File: config.mk
export PLATFORM = sky130hd
export DESIGN_NAME = ifetch_unit
export DESIGN_NICKNAME = d
export VERILOG_FILES = /design/src/rtl/ifetch_unit.sv
export SDC_FILE = /design/constraint.sdc
export NUM_CORES = 1
export LEC_CHECK = 0
export ABC_AREA = 0
export BUFFER_PORTS_ARGS = -buffer_cell sky130_fd_sc_hd__buf_2
export CAP_MARGIN = 20
export CORE_MARGIN = 1.5
export CORE_UTILIZATION = 30
export DETAILED_ROUTE_END_ITERATION = 10
export PLACE_DENSITY = 0.48
export SYNTH_ARGS = -nofsm -noshare
export SYNTH_HDL_FRONTEND = slang
export SYNTH_SLANG_ARGS = --single-unit
export TNS_END_PERCENT = 100
File: constraint.sdc
create_clock -name clk -period 10.93 [get_ports clk]
set_input_delay 2.186 -clock clk [delete_from_list [all_inputs] [get_ports clk]]
set_output_delay 2.186 -clock clk [all_outputs]
set_load 0.005 [all_outputs]
File: src/rtl/ifetch_unit.sv
// rtl/ifetch_unit.sv - instruction fetch stage with tagged instruction buffer
// Drives imem from the fetch PC, buffers {word, pc} pairs and hands them out over valid/ready.
module ifetch_unit #(
  parameter int              ADDR_W   = 32,
  parameter int              DATA_W   = 32,
  parameter logic [ADDR_W-1:0] RESET_PC = '0,
  parameter int              DEPTH    = 2
) (
  input  logic              clk,
  input  logic              rst_n,
  output logic [ADDR_W-1:0] imem_iaddr,
  input  logic [DATA_W-1:0] imem_idata,
  output logic              inst_valid,
  input  logic              inst_ready,
  output logic [DATA_W-1:0] inst,
  output logic [ADDR_W-1:0] inst_pc,
  input  logic              redirect,
  input  logic [ADDR_W-1:0] redirect_pc,
  output logic [31:0]       fetch_count
);

  localparam int PW = $clog2(DEPTH);

  logic [ADDR_W-1:0] r_fetch_pc;
  logic [ADDR_W-1:0] r_inflight_pc;
  logic              r_inflight;
  logic [2:0]        r_count;
  logic [PW-1:0]     r_head;
  logic [PW-1:0]     r_tail;
  logic [31:0]       r_fetch_count;
  logic [DATA_W-1:0] r_data [DEPTH];
  logic [ADDR_W-1:0] r_pcs  [DEPTH];

  logic       w_pop;
  logic       w_push;
  logic       w_issue;
  logic [3:0] w_occ;
  logic       w_unused_rpc_lo;

  function automatic logic [PW-1:0] next_ptr(input logic [PW-1:0] p);
    return (p == PW'(DEPTH - 1)) ? '0 : p + 1'b1;
  endfunction

  assign w_unused_rpc_lo = ^redirect_pc[1:0];

  assign inst_valid  = (r_count != 3'd0);
  assign inst        = inst_valid ? r_data[r_head] : '0;
  assign inst_pc     = inst_valid ? r_pcs[r_head]  : '0;
  assign imem_iaddr  = r_fetch_pc;
  assign fetch_count = r_fetch_count;

  // Occupancy counts the in-flight word so the buffer can never be overrun.
  assign w_pop   = inst_valid & inst_ready;
  assign w_occ   = 4'(r_count) + 4'(r_inflight) - 4'(w_pop);
  assign w_issue = !redirect && (w_occ < 4'(DEPTH));
  assign w_push  = r_inflight & !redirect;

  always_ff @(posedge clk or negedge rst_n) begin
    if (!rst_n) begin
      r_fetch_pc    <= RESET_PC;
      r_inflight_pc <= '0;
      r_inflight    <= 1'b0;
      r_count       <= 3'd0;
      r_head        <= '0;
      r_tail        <= '0;
      r_fetch_count <= 32'd0;
    end else begin
      if (w_pop) r_fetch_count <= r_fetch_count + 32'd1;
      if (redirect) begin
        r_count    <= 3'd0;
        r_head     <= '0;
        r_tail     <= '0;
        r_inflight <= 1'b0;
        r_fetch_pc <= {redirect_pc[ADDR_W-1:2], 2'b00};
      end else begin
        r_inflight <= w_issue;
        if (w_issue) begin
          r_inflight_pc <= r_fetch_pc;
          r_fetch_pc    <= r_fetch_pc + ADDR_W'(4);
        end
        if (w_push) r_tail <= next_ptr(r_tail);
        if (w_pop)  r_head <= next_ptr(r_head);
        case ({w_push, w_pop})
          2'b10:   r_count <= r_count + 3'd1;
          2'b01:   r_count <= r_count - 3'd1;
          default: r_count <= r_count;
        endcase
      end
    end
  end

  always_ff @(posedge clk) begin
    if (w_push) begin
      r_data[r_tail] <= imem_idata;
      r_pcs[r_tail]  <= r_inflight_pc;
    end
  end

  a_no_overflow: assert property (@(posedge clk) disable iff (!rst_n) r_count <= 3'(DEPTH));

endmodule

==> flow_metrics.env <==
export IMPL_place_gp_congestion=0.730
export IMPL_placement_setup_worst_slack_ns=4.72
export IMPL_globalRouteTotalUtil_pct=14.0
export IMPL_floorplan_core_area_sq_mm=0.0316
export IMPL_placedInstanceArea_sq_mm=0.0110
export IMPL_crit_fanout=22
export IMPL_worst_ep_arrival_time_ns=5.70
export IMPL_drive_above_1_share_pct=30.2
export IMPL_post_synth_cell_types=55
export IMPL_yosys_area_top_type="sky130_fd_sc_hd__edfxtp_1"
export IMPL_routed_via_density=4.71
export IMPL_syn_area_sq_mm=0.00962
export IMPL_post_drt_wl_per_cell_um=17.5
export IMPL_cp_required_ns=11.36
export IMPL_peakVddDrop_v=0.000185
export IMPL_drt_pass1_iter_count=4
export IMPL_seq_area_frac_synth_pct=64.2
export IMPL_design_final_nets=994
export IMPL_cts_made_buffers=27
export IMPL_critical_path_max_stage_delay_ns=0.56
export IMPL_syn_mean_instance_area_sq_um=13.3
export IMPL_critical_path_slowest_cell="sky130_fd_sc_hd__or3_1"
export IMPL_cts_root_buffer="sky130_fd_sc_hd__clkbuf_16"
export IMPL_relative_slew_slack_pct=32.6
export IMPL_row_count=65
export IMPL_power_density_mw_per_mm2=273
export IMPL_crit_path_cell_trace="buf_2 -> o31ai_2 -> inv_1 -> ha_1 -> nand2b_1 -> fa_1 -> xor2_2 -> nand2_2 -> or3_1 -> nor2_4 -> buf_12 -> mux2_2"
export IMPL_maxClockFrequency_mhz=189
export IMPL_ios=197
export IMPL_antenna_found_initial=4
export IMPL_cp_start_kind="primary input"
export IMPL_clk_pin_slew_ns=0.06
export IMPL_route_final_wire_length_um=23600
export IMPL_initial_utilization_pct=30.5
export IMPL_commonest_cells_in_the_synthesized_netlist="sky130_fd_sc_hd__edfxtp_1 (124), sky130_fd_sc_hd__dfrtp_1 (98), sky130_fd_sc_hd__nor2_1 (91)"
export IMPL_synth_edff_count=124
export IMPL_buffer_ports_inserted=190
export IMPL_drt_initial_drc_count=257
export IMPL_globalRoute_totalOverflow=0
export IMPL_unrepaired_setup_endpoints_after_global_routing="false"
export IMPL_die_w_um=182
export IMPL_postSynthCellCount=724
export IMPL_post_drt_antenna_nets=0
export IMPL_yosysMostFrequentCell="sky130_fd_sc_hd__edfxtp_1"
export IMPL_final_max_slew_violation_count=0
export IMPL_grt_pass1_vias=6258
export IMPL_postSynth_asyncResetShare_pct=44.1
export IMPL_timing_critical_path_max_delay_family="simple AND/OR/NAND/NOR gates"
export IMPL_final_hold_worst_slack_ns=0.458
export IMPL_area_growth_pct=23.5
export IMPL_fp_dieH_um=182
export IMPL_tritoncts_num_sinks=222
export IMPL_tightestPinTransition_ns=1.01
export IMPL_finalInstanceArea_sq_mm=0.0119
export IMPL_timing_final_crit_share_pct=48.3
export IMPL_postSynthRegisterBits=222
export IMPL_cts_tree="yes"
export IMPL_fin_crit_ns=5.28
export IMPL_worst_skew_pair_late_latency_ns=0.55
export IMPL_critPathBufInv=3
export IMPL_crit_path_end_kind="flip-flop"
export IMPL_yosys_top_cells_area="sky130_fd_sc_hd__edfxtp_1 (39%), sky130_fd_sc_hd__dfrtp_1 (25%), sky130_fd_sc_hd__mux2i_1 (6.7%)"
export IMPL_dr_total_vias=6324
export IMPL_synth_warning_count=0
export IMPL_finalWorstSetupSlack_ns=5.65
export IMPL_max_cap_viol_count=0
export IMPL_power_leakage_uw=0.00491
export IMPL_clock_path_buffers=3
export IMPL_post_cts_hold_buffer_count=0
export IMPL_outcome="finished, final reports clean"
export IMPL_yosys_most_used_dff="sky130_fd_sc_hd__edfxtp_1"
export IMPL_cts_post_setup_buffers_inserted=0
export IMPL_route_detailed_drc=0
export IMPL_path_class="primary input to flip-flop"
export IMPL_post_synth_top_area_fraction_pct=38.7
export IMPL_fin_total_pwr_uw=3250
export IMPL_finClkSkew_ns=0.0121
export IMPL_die_area_sq_mm=0.0332
export IMPL_hold_viol_final=0
export IMPL_cts_resized_gates=0
export IMPL_hpwlAfterDp_um=15500
export IMPL_min_delay_path_class="flip-flop to flip-flop"
export IMPL_setup_total_neg_slack_ns=0
export IMPL_ctsHtreeMaxLevel=1
export IMPL_first_pass_grt_wire_length_um=36300
export IMPL_final_setup_viol_count=0
export IMPL_grt_start_max_net_pins=64
==> through the flow <==
step | std cells | util (%)
finish | 1343 | 37.7
global route | 1341 | 37.6
CTS | 1340 | 37.6
detailed placement | 1291 | 34.8
global placement | 1290 | 34.8
floorplan | 727 | -
==> kinds of logic (layout without fill, tap and decap cells) <==
| kind of cell | Yosys count | in the layout | synth area share (%) |
|---|---|---|---|
| simple gates | 234 | 234 | 11.8 |
| flops | 222 | 222 | 64.2 |
| mux | 100 | 100 | 10.9 |
| compound gates | 55 | 55 | 4.52 |
| xor+xnor | 55 | 55 | 5.08 |
| buf+inv | 50 | 262 | 2.46 |
| fa+ha+maj | 7 | 7 | 1.07 |
| other cells | 1 | 6 | 0.0390 |
==> cells in the final DEF, fill, tap and decap left out, drive strengths merged, types with 2 or more instances in the layout <==
master and n:
nor2 92, clkinv 6, nand3 27, mux2 36, or3 3, nor4 12
diode 2, a211oi 3, clkbuf 39, o21ai 15, inv 17, a21o 5
conb 4, nand2b 2, ha 5, nand2 46, and3 11, buf 197
a211o 2, edfxtp 124, xor2 26, nand4 14, a2111oi 6, fa 2
nor3 6, a21oi 9, o211ai 2, and4 7, dfrtp 98, bufinv 3
a31oi 5, xnor2 29, and2 4, mux2i 64, or4 4, nand4b 2
==> sequential cells by signal (all words and copies together), names as in the netlist <==
name and cells:
fetch_count 32, imem_iaddr 30, r_count 3, r_data 64, r_head 1, r_inflight 1
r_inflight_pc 30, r_pcs 60, r_tail 1
==> power breakdown <==
part / switching (uW) / leakage (uW) / internal [uW]
clock network: 338 / 0.000426 / 536
logic: 667 / 0.00213 / 513
registers: 125 / 0.00235 / 1070
total: 1130 / 0.00491 / 2120
==> per-layer routing <==
layer / routed length [um] / vias up / global-route usage, %
met2: 11300 / 163 / 23.8
met1: 10300 / 3093 / 17.9
li1: - / 3024 / -
met5: 23 / - / 0
met4: 527 / 4 / 3.54
met3: 1410 / 40 / 3.51
==> area by class of cell <==
| cell class | count | area, sq um |
|---|---|---|
| inverter | 16 | 60.1 |
| antenna | 2 | 5.00 |
| tap | 402 | 503 |
| sequential | 222 | 6180 |
| clock buffer | 39 | 731 |
| multi-input combinational | 455 | 3240 |
| fill | 3151 | 19700 |
| timing repair buffer | 197 | 1020 |
| clock inverter | 10 | 143 |
==> path summary, 6_finish.rpt <==
path	from	end	slack [ns]	cells after the start
setup / recovery	inst_ready	r_inflight_pc[21]$_DFFE_PN0P_	5.65	12
hold / removal	r_inflight_pc[27]$_DFFE_PN0P_	r_pcs[1][27]$_DFFE_PP_	0.46	0
setup reg to reg	r_count[1]$_DFFE_PN0P_	r_inflight_pc[21]$_DFFE_PN0P_	6.40	11
hold reg to reg	r_inflight_pc[27]$_DFFE_PN0P_	r_pcs[1][27]$_DFFE_PP_	0.46	0
max in group asynchronous	rst_n	r_head$_DFFE_PN0P_	8.01	2
min in group asynchronous	rst_n	fetch_count[29]$_DFFE_PN0P_	1.69	1
Note: power is estimated with default switching activity, not from simulation.
